[src/rtl/tetris_timing_pkg.sv]
// Shared timing definitions for the gravity / lock-delay timer: FSM states,
// default timing constants and the saturating gravity-period function.
package tetris_timing_pkg;

    typedef enum logic [1:0] {
        IDLE,
        FALL,
        LOCK
    } state_t;

    localparam int DEF_CNT_W           = 26;
    localparam int DEF_LEVEL_W         = 4;
    localparam int DEF_MAX_COUNT       = 51_000_000;
    localparam int DEF_STEP            = 2_900_000;
    localparam int DEF_MIN_PERIOD      = 1_000_000;
    localparam int DEF_SOFT_PERIOD     = 5_000_000;
    localparam int DEF_LOCK_COUNT      = 25_000_000;
    localparam int DEF_MAX_LOCK_RESETS = 15;

    // Signed arithmetic so a level beyond the last step goes negative and floors cleanly.
    function automatic longint gravity_period(
        input longint level,
        input longint max_count,
        input longint step,
        input longint min_period
    );
        longint g;
        g = max_count - step * level;
        return (g < min_period) ? min_period : g;
    endfunction

endpackage

[src/rtl/tick_counter.sv]
// Loadable down-counter: a load stores load_val-1, then the count walks toward
// zero on every cycle en is high and parks at zero until the next load.
module tick_counter #(
    parameter int CNT_W = 26
) (
    input  logic             clk,
    input  logic             rst_n,
    input  logic             load,
    input  logic [CNT_W-1:0] load_val,
    input  logic             en,
    output logic             zero
);

    logic [CNT_W-1:0] count;

    always_ff @(posedge clk or negedge rst_n) begin
        if (!rst_n) begin
            count <= '0;
        end else if (load) begin
            count <= load_val - CNT_W'(1);
        end else if (en && count != '0) begin
            count <= count - CNT_W'(1);
        end
    end

    assign zero = (count == '0);

endmodule

[src/rtl/gravity_lock_timer.sv]
// Gravity down-tick generator with soft-drop auto-repeat and a lock-delay timer
// whose restarts are limited by a per-piece move-reset budget.
module gravity_lock_timer
    import tetris_timing_pkg::*;
#(
    parameter int CNT_W           = DEF_CNT_W,
    parameter int LEVEL_W         = DEF_LEVEL_W,
    parameter int MAX_COUNT       = DEF_MAX_COUNT,
    parameter int STEP            = DEF_STEP,
    parameter int MIN_PERIOD      = DEF_MIN_PERIOD,
    parameter int SOFT_PERIOD     = DEF_SOFT_PERIOD,
    parameter int LOCK_COUNT      = DEF_LOCK_COUNT,
    parameter int MAX_LOCK_RESETS = DEF_MAX_LOCK_RESETS
) (
    input  logic                                     clk,
    input  logic                                     rst_n,
    input  logic                                     enable,
    input  logic [LEVEL_W-1:0]                       level,
    input  logic                                     new_piece,
    input  logic                                     soft_drop,
    input  logic                                     hard_drop,
    input  logic                                     grounded,
    input  logic                                     moved,
    output logic                                     down_signal,
    output logic                                     lock_signal,
    output logic [$clog2(MAX_LOCK_RESETS+1)-1:0]     lock_resets_left
);

    localparam int RW = $clog2(MAX_LOCK_RESETS + 1);

    state_t           state;
    state_t           state_nxt;
    logic [RW-1:0]    budget_nxt;
    logic             down_nxt;
    logic             lock_nxt;
    logic             soft_prev;
    logic             soft_rise;
    logic             soft_fall;
    logic             fall_load;
    logic [CNT_W-1:0] fall_val;
    logic             fall_zero;
    logic             lock_load;
    logic             lock_zero;
    logic [CNT_W-1:0] grav_period;
    logic [CNT_W-1:0] soft_period;

    assign grav_period = CNT_W'(gravity_period(longint'(level), longint'(MAX_COUNT),
                                               longint'(STEP), longint'(MIN_PERIOD)));
    assign soft_period = (grav_period < CNT_W'(SOFT_PERIOD)) ? grav_period : CNT_W'(SOFT_PERIOD);
    assign soft_rise   = soft_drop && !soft_prev;
    assign soft_fall   = !soft_drop && soft_prev;

    tick_counter #(.CNT_W(CNT_W)) u_fall_cnt (
        .clk      (clk),
        .rst_n    (rst_n),
        .load     (fall_load),
        .load_val (fall_val),
        .en       (enable && state == FALL),
        .zero     (fall_zero)
    );

    tick_counter #(.CNT_W(CNT_W)) u_lock_cnt (
        .clk      (clk),
        .rst_n    (rst_n),
        .load     (lock_load),
        .load_val (CNT_W'(LOCK_COUNT)),
        .en       (enable && state == LOCK),
        .zero     (lock_zero)
    );

    // Everything is gated by enable so a paused game freezes counters and state alike.
    always_comb begin
        state_nxt  = state;
        budget_nxt = lock_resets_left;
        down_nxt   = 1'b0;
        lock_nxt   = 1'b0;
        fall_load  = 1'b0;
        fall_val   = grav_period;
        lock_load  = 1'b0;
        if (enable) begin
            if (new_piece) begin
                state_nxt  = FALL;
                fall_load  = 1'b1;
                budget_nxt = RW'(MAX_LOCK_RESETS);
            end else if (hard_drop && state != IDLE) begin
                lock_nxt  = 1'b1;
                state_nxt = IDLE;
            end else begin
                case (state)
                    FALL: begin
                        if (grounded) begin
                            state_nxt = LOCK;
                            lock_load = 1'b1;
                        end else if (soft_rise) begin
                            down_nxt  = 1'b1;
                            fall_load = 1'b1;
                            fall_val  = soft_period;
                        end else if (fall_zero) begin
                            down_nxt  = 1'b1;
                            fall_load = 1'b1;
                            fall_val  = soft_drop ? soft_period : grav_period;
                        end else if (soft_fall) begin
                            fall_load = 1'b1;
                        end
                    end
                    LOCK: begin
                        if (!grounded) begin
                            state_nxt = FALL;
                            fall_load = 1'b1;
                        end else if (moved && lock_resets_left != '0) begin
                            lock_load  = 1'b1;
                            budget_nxt = lock_resets_left - RW'(1);
                        end else if (lock_zero) begin
                            lock_nxt  = 1'b1;
                            state_nxt = IDLE;
                        end
                    end
                    default: ;
                endcase
            end
        end
    end

    always_ff @(posedge clk or negedge rst_n) begin
        if (!rst_n) begin
            state            <= IDLE;
            lock_resets_left <= '0;
            down_signal      <= 1'b0;
            lock_signal      <= 1'b0;
            soft_prev        <= 1'b0;
        end else begin
            state            <= state_nxt;
            lock_resets_left <= budget_nxt;
            down_signal      <= down_nxt;
            lock_signal      <= lock_nxt;
            if (enable) begin
                soft_prev <= soft_drop;
            end
        end
    end

endmodule

[config.mk]
export PLATFORM = sky130hd
export DESIGN_NAME = gravity_lock_timer
export DESIGN_NICKNAME = d
export VERILOG_FILES = /design/src/rtl/tetris_timing_pkg.sv /design/src/rtl/tick_counter.sv /design/src/rtl/gravity_lock_timer.sv
export SDC_FILE = /design/constraint.sdc
export NUM_CORES = 1
export LEC_CHECK = 0
export ABC_AREA = 0
export CAP_MARGIN = 20
export CORE_MARGIN = 2
export CORE_UTILIZATION = 40
export CTS_CLUSTER_SIZE = 10
export DETAILED_ROUTE_END_ITERATION = 10
export GPL_TIMING_DRIVEN = 0
export MAX_ROUTING_LAYER = met4
export SYNTH_ARGS = -nofsm -noshare
export SYNTH_HDL_FRONTEND = slang
export SYNTH_SLANG_ARGS = --single-unit
[constraint.sdc]
create_clock -name clk -period 5.7 [get_ports clk]
set_clock_uncertainty 0.1 [all_clocks]
set_input_delay 1.425 -clock clk [delete_from_list [all_inputs] [get_ports clk]]
set_output_delay 1.425 -clock clk [all_outputs]
set_load 0.01 [all_outputs]
==> results of run 1 <==
## layer usage
| metal | share of wire [%] | vias to the layer above | GRT usage (%) |
|---|---|---|---|
| met1 | 48 | 1899 | 26.1 |
| met2 | 46 | 93 | 31.1 |
| met4 | 1.9 | 0 | 7.87 |
| met3 | 3.9 | 18 | 3.47 |
| li1 | - | 1955 | - |
| met5 | 0 | - | - |
## stage by stage
step,utilization (%),TNS (ns)
finish,46.6,0
global route,46.6,0
CTS,46.1,0
detailed placement,43.8,-19.30
global placement,43.8,-17.45
floorplan,-,0
## cell type report
type	count	area, um2
fillers	1069	5780
multi-input cells	428	2880
flip-flops and latches	61	1530
well taps	140	175
repair buffers	17	159
clock buffers	11	141
plain buffers	18	80.1
inverters	18	67.6
clock inverters	4	25.0
## critical path, cell delays in order
cell,delay [ns]
clkbuf_4,0.18
inv_1,0.10
ha_1,0.33
fa_1,0.41
ha_2,0.40
a21oi_1,0.10
o21bai_2,0.22
xor2_2,0.31
nand3_2,0.16
a22oi_2,0.23
a311o_1,0.24
buf_4,0.14
a32oi_1,0.17
a2111o_1,0.47
nand2b_4,0.20
or4_1,0.40
a31oi_1,0.18
## synthesized netlist by cell type, types with 5 or more instances
master     n
a21oi_1   32
or3_1      6
o211ai_1   7
nand2b_1   6
xnor2_1   28
nor2b_1    7
dfrtp_1   61
o21ai_0   26
nor4_1    10
nand3_1   24
nand4_1    5
a31oi_1    8
nand2_1   61
inv_1     18
xor2_1    20
and3_1     6
ha_1      25
nor2_1    57
clkbuf_1  14
nor3_1    19
o22ai_1    5
## repair_timing
action	in CTS	in global routing
pin swaps	1	4
hold buffers	0	0
setup buffers	0	1
gates resized for setup	24	17
endpoints found under the setup margin	20	17
## registers in the layout, summed over array words and instances, names as in the netlist
register / count
state: 2
u_fall_cnt.count: 26
down_signal: 1
u_lock_cnt.count: 26
soft_prev: 1
lock_signal: 1
lock_resets_left: 4
## logic make-up (layout without fill, tap and decap cells)
kind of cell             Yosys count  after routing  share of synthesized area (%)
XOR/XNOR                          48             48                           9.50
AO/OA/AOI/OAI                    124            124                           18.7
AND/OR/NAND/NOR                  228            228                           26.2
flip-flops                        61             61                           34.5
adder cells (fa/ha/maj)           27             27                           7.74
buffers and inverters             36             68                           3.14
multiplexers                       1              1                          0.254
## worst paths after layout
kind	from	endpoint	slack [ns]	cells after the start
max in group asynchronous	rst_n	u_fall_cnt.count[13]	3.91	1
setup / recovery	level[2]	u_fall_cnt.count[16]	0.21	17
hold reg to reg	u_lock_cnt.count[20]	u_lock_cnt.count[20]	0.42	2
hold / removal	u_lock_cnt.count[20]	u_lock_cnt.count[20]	0.42	2
setup reg to reg	u_fall_cnt.count[12]	u_fall_cnt.count[16]	0.61	15
min in group asynchronous	rst_n	u_lock_cnt.count[19]	1.05	1
## power breakdown
part	internal, W	switching, W
Clock	0.000166	0.000179
Sequential	0.000593	0.000159
Combinational	0.000304	0.000423
==> impl_metrics.yaml, run 1 <==
sta:
  fmax_ghz: 0.182
  drv_slew: 0
  rsz0062_at_grt: "no"
  finalSetupViolations: 0
  max_slew_margin_pct: 42.9
  hold_viol: 0
  fin_ws_ns: 0.208
  min_period_ns: 5.49
  holdWs_ns: 0.418
  fin_crit_sh_pct: 96.4
  tightest_slew_ns: 0.856
place:
  place_ws_ns: -1.20
  hpwl_um: 7890
  dpl_cell_area_mm2: 0.00475
  dp_cells: 680
  port_buffers: 15
  gp_congestion: 0.912
clock_network:
  root_buffer: "clkbuf_8"
  cts_tree: "yes"
  cts_made_buffers: 9
  clk-insertion-delay-late_ns: 0.36
  numClockSinks: 61
  clockBufferDepth: 2
  cts.clk_slew.worst_paths_ns: 0.07
  h-tree-depth: 3
worst_setup_path:
  crit_type: "in2reg"
  cp-start-kind: "primary input"
  cp-end-kind: "flop"
  required_ns: 5.88
  arrival_ns: 5.67
  critPathMaxFanout: 9
logic_synthesis:
  syn_inst: 525
  async_flop_share_pct: 100
  synth_seq_area_share_pct: 34.5
  synth-edff-count: 0
  synthDominantCellAreaShare_pct: 34.5
  synth.area.top_cells: "dfrtp_1 34%, ha_1 7.1%, xnor2_1 5.5%"
  yosysTopAreaCell: "dfrtp_1"
  synth_ff_type: "dfrtp_1"
  synth-seq-cells: 61
  syn_nets: 563
  synth_cell_types: 68
  ys_warn_count: 0
  syn_area_per_cell_um2: 8.43
  synth_area_mm2: 0.00443
outcome:
  status: "finished, final reports clean"
grt:
  grt_pass1_wl_um: 18300
  gr-usage-all-layers_pct: 20.0
  antenna_found_initial: 0
  grt-ovfl-total: 0
  grt_pass1_vias: 3846
  grt_max_degree: 62
routing:
  drtPass1Iterations: 5
  wire_per_inst_um: 15.5
  drtAntennaViolNets: 0
  routed_via_density: 5.69
  drtIter0Drc: 376
  vias: 3965
  drcViolationCount: 0
  totalWireLength_um: 10800
floorplan:
  die_w_um: 109
  initial_core_util_pct: 40.8
  core_mm2: 0.0108
  ios: 18
  die_h_um: 109
  dieArea_mm2: 0.0119
  std_cell_rows: 38
finish:
  final_cell_mix: "61 x nand2_1, 61 x dfrtp_1, 56 x nor2_1"
  fin_cells: 697
  final_cell_area_mm2: 0.00506
  syn_to_final_growth_pct: 14.2
  num_antenna_cells: 0
  final_layout_size_suffix_gt1_share_pct: 9.34
  nNetsFinal: 591
power_and_ir_drop:
  vdd_ir_drop_max_mv: 0.150
  p_per_area_mw_per_mm2: 361
  p_leak_nw: 2.01
  finalPower_w: 0.00182
min_path:
  hold_path_class: "reg2reg"
job:
  maxCapViolCount: 0
Power figures use the tool's default switching activity.
==> run 2: changes to the inputs <==
--- a/config.mk
+++ b/config.mk
@@ -12,7 +12,9 @@
 export CTS_CLUSTER_SIZE = 10
 export DETAILED_ROUTE_END_ITERATION = 10
 export GPL_TIMING_DRIVEN = 0
+export HOLD_SLACK_MARGIN = 0.15
 export MAX_ROUTING_LAYER = met4
+export SLEW_MARGIN = 15
 export SYNTH_ARGS = -nofsm -noshare
 export SYNTH_HDL_FRONTEND = slang
 export SYNTH_SLANG_ARGS = --single-unit
==> impl_metrics.yaml, run 2 (synthesis results as in run 1) <==
sta:
  tightest_slew_ns: 0.863
  hold_viol: 0
  fin_crit_sh_pct: 95.5
  min_period_ns: 5.44
  fmax_ghz: 0.184
  rsz0062_at_grt: "no"
  drv_slew: 0
  max_slew_margin_pct: 41.7
  finalSetupViolations: 0
worst_setup_path:
  critPathTopFamily: "compound AO/OA/AOI/OAI gates"
  cp-start-kind: "primary input"
  critPathMaxFanout: 9
  crit_path_max_incr_delay_ns: 0.62
  cp-end-kind: "flop"
  cp_slowest_cell: "fa_2"
  crit_type: "in2reg"
  cp_cell_sequence: "buf_2 > inv_1 > ha_1 > fa_2 > ha_4 > nor2_2 > nand2_1 > nor3_4 > nand3_2 > a22oi_2 > a311o_1 > buf_4 > a32oi_1 > a2111o_1 > nand2b_4 > or4_1 > a31oi_1"
  arrival_ns: 5.62
  required_ns: 5.87
  critPathBufInv: 3
job:
  maxCapViolCount: 0
grt:
  grt_pass1_vias: 3835
  grt_use_met3_pct: 4.00
  grt_pass1_wl_um: 18600
  use_met1_pct: 26.7
  busiest_layer: "met2"
  grt-ovfl-total: 0
  grt_use_met2_pct: 31.6
  antenna_found_initial: 0
  grt_max_degree: 43
  gr-usage-all-layers_pct: 20.3
clock_network:
  clockBufferDepth: 2
  numClockSinks: 61
  cts_made_buffers: 9
  cts_tree: "yes"
  root_buffer: "clkbuf_8"
  h-tree-depth: 3
  cts.clk_slew.worst_paths_ns: 0.08
  clk-insertion-delay-late_ns: 0.35
routing:
  totalWireLength_um: 11000
  vias: 3988
  drtPass1Iterations: 5
  routed_via_density: 5.71
  wire_per_inst_um: 15.7
  drtAntennaViolNets: 0
  drcViolationCount: 0
  drtIter0Drc: 351
finish:
  fillers: 1061
  nNetsFinal: 592
  multi_input_area_mm2: 0.00292
  layout_commonest_cell: "dfrtp_1"
  syn_to_final_growth_pct: 16.3
  regArea_mm2: 0.00153
  num_antenna_cells: 0
  final_cell_mix: "61 x dfrtp_1, 60 x nand2_1, 56 x nor2_1"
  final_layout_size_suffix_gt1_share_pct: 10.7
  largestRegisters: "u_fall_cnt.count: 26 flops, u_lock_cnt.count: 26 flops, lock_resets_left: 4 flops"
  utilization_pct: 47.5
floorplan:
  die_w_um: 109
  ios: 18
  core_mm2: 0.0108
  die_h_um: 109
  dieArea_mm2: 0.0119
  std_cell_rows: 38
  initial_core_util_pct: 40.8
place:
  port_buffers: 15
  hpwl_um: 8010
  gp_congestion: 0.912
min_path:
  hold_path_class: "reg2reg"
power_and_ir_drop:
  p_leak_nw: 2.05
  p_per_area_mw_per_mm2: 370
  vdd_ir_drop_max_mv: 0.151
  finalPower_w: 0.00191
outcome:
  status: "finished, final reports clean"
run 2: worst register-to-register path, delay by kind of cell, from the launching register on:
| family | cells | cell delay (ns) |
|---|---|---|
| flops | 1 | 0.44 |
| buf+inv | 4 | 1.01 |
| compound gates | 4 | 1.11 |
| fa+ha+maj | 1 | 0.28 |
| simple gates | 6 | 2.14 |
run 2: path summary, 6_finish.rpt:
| path | startpoint | end | slack [ns] | cells after the start |
|---|---|---|---|---|
| worst max-delay path | level[2] | u_fall_cnt.count[16] | 0.26 | 17 |
| worst min-delay path | u_lock_cnt.count[20] | u_lock_cnt.count[20] | 0.42 | 2 |
| worst max register to register | u_fall_cnt.count[13] | u_fall_cnt.count[16] | 0.56 | 15 |
| worst min register to register | u_lock_cnt.count[20] | u_lock_cnt.count[20] | 0.42 | 2 |
| max in group asynchronous | rst_n | u_fall_cnt.count[20] | 4.13 | 2 |
| min in group asynchronous | rst_n | u_lock_cnt.count[13] | 0.85 | 1 |
run 2: what timing repair did:
item,CTS,global route
resized for setup,25,20
gates cloned,0,0
hold buffers,0,0
pin swaps,1,6
endpoints found under the setup margin,20,18
setup buffers,0,2
run 2: report_power, final:
group          internal (W)  switching (W)  total [W]
clock              0.000218       0.000195   0.000412
sequential         0.000593       0.000160   0.000752
combinational      0.000309       0.000434   0.000743
total               0.00112       0.000788    0.00191
run 2: layer usage:
layer / wire [um] / up-vias / part of all wire [%]
met5: 0 / - / 0
met4: 146 / 0 / 1.3
met3: 436 / 14 / 4.0
met2: 5140 / 105 / 47
met1: 5250 / 1908 / 48
li1: - / 1961 / -
run 2: final cells by class:
type	instances	area share, %
Sequential cell	61	29.6
Tap cell	140	3.40
Multi-Input combinational cell	428	56.7
Timing Repair Buffer	18	3.38
Clock inverter	6	1.36
Buffer	18	1.56
Inverter	18	1.31
Clock buffer	10	2.67
run 2: through the flow:
| step | setup WS (ns) | cell area (um2) | std cells | hold slack [ns] | setup TNS (ns) |
|---|---|---|---|---|---|
| after floorplan | 0.271 | 4430 | 525 | 0.372 | 0 |
| after global placement | -1.13 | 4750 | 680 | 0.390 | -17.45 |
| after detailed placement | -1.19 | 4770 | 681 | 0.401 | -18.99 |
| after CTS | 0.0511 | 5070 | 697 | 0.423 | 0 |
| after global routing | 0.0722 | 5150 | 699 | 0.439 | 0 |
| final | 0.258 | 5150 | 699 | 0.422 | 0 |
==> run 3: changes to the inputs <==
--- a/config.mk
+++ b/config.mk
@@ -5,7 +5,6 @@
 export SDC_FILE = /design/constraint.sdc
 export NUM_CORES = 1
 export LEC_CHECK = 0
-export ABC_AREA = 0
 export CAP_MARGIN = 20
 export CORE_MARGIN = 2
 export CORE_UTILIZATION = 40
==> results of run 3 <==
Same layout as run 2: the final DEF is identical, and so are final timing and power.
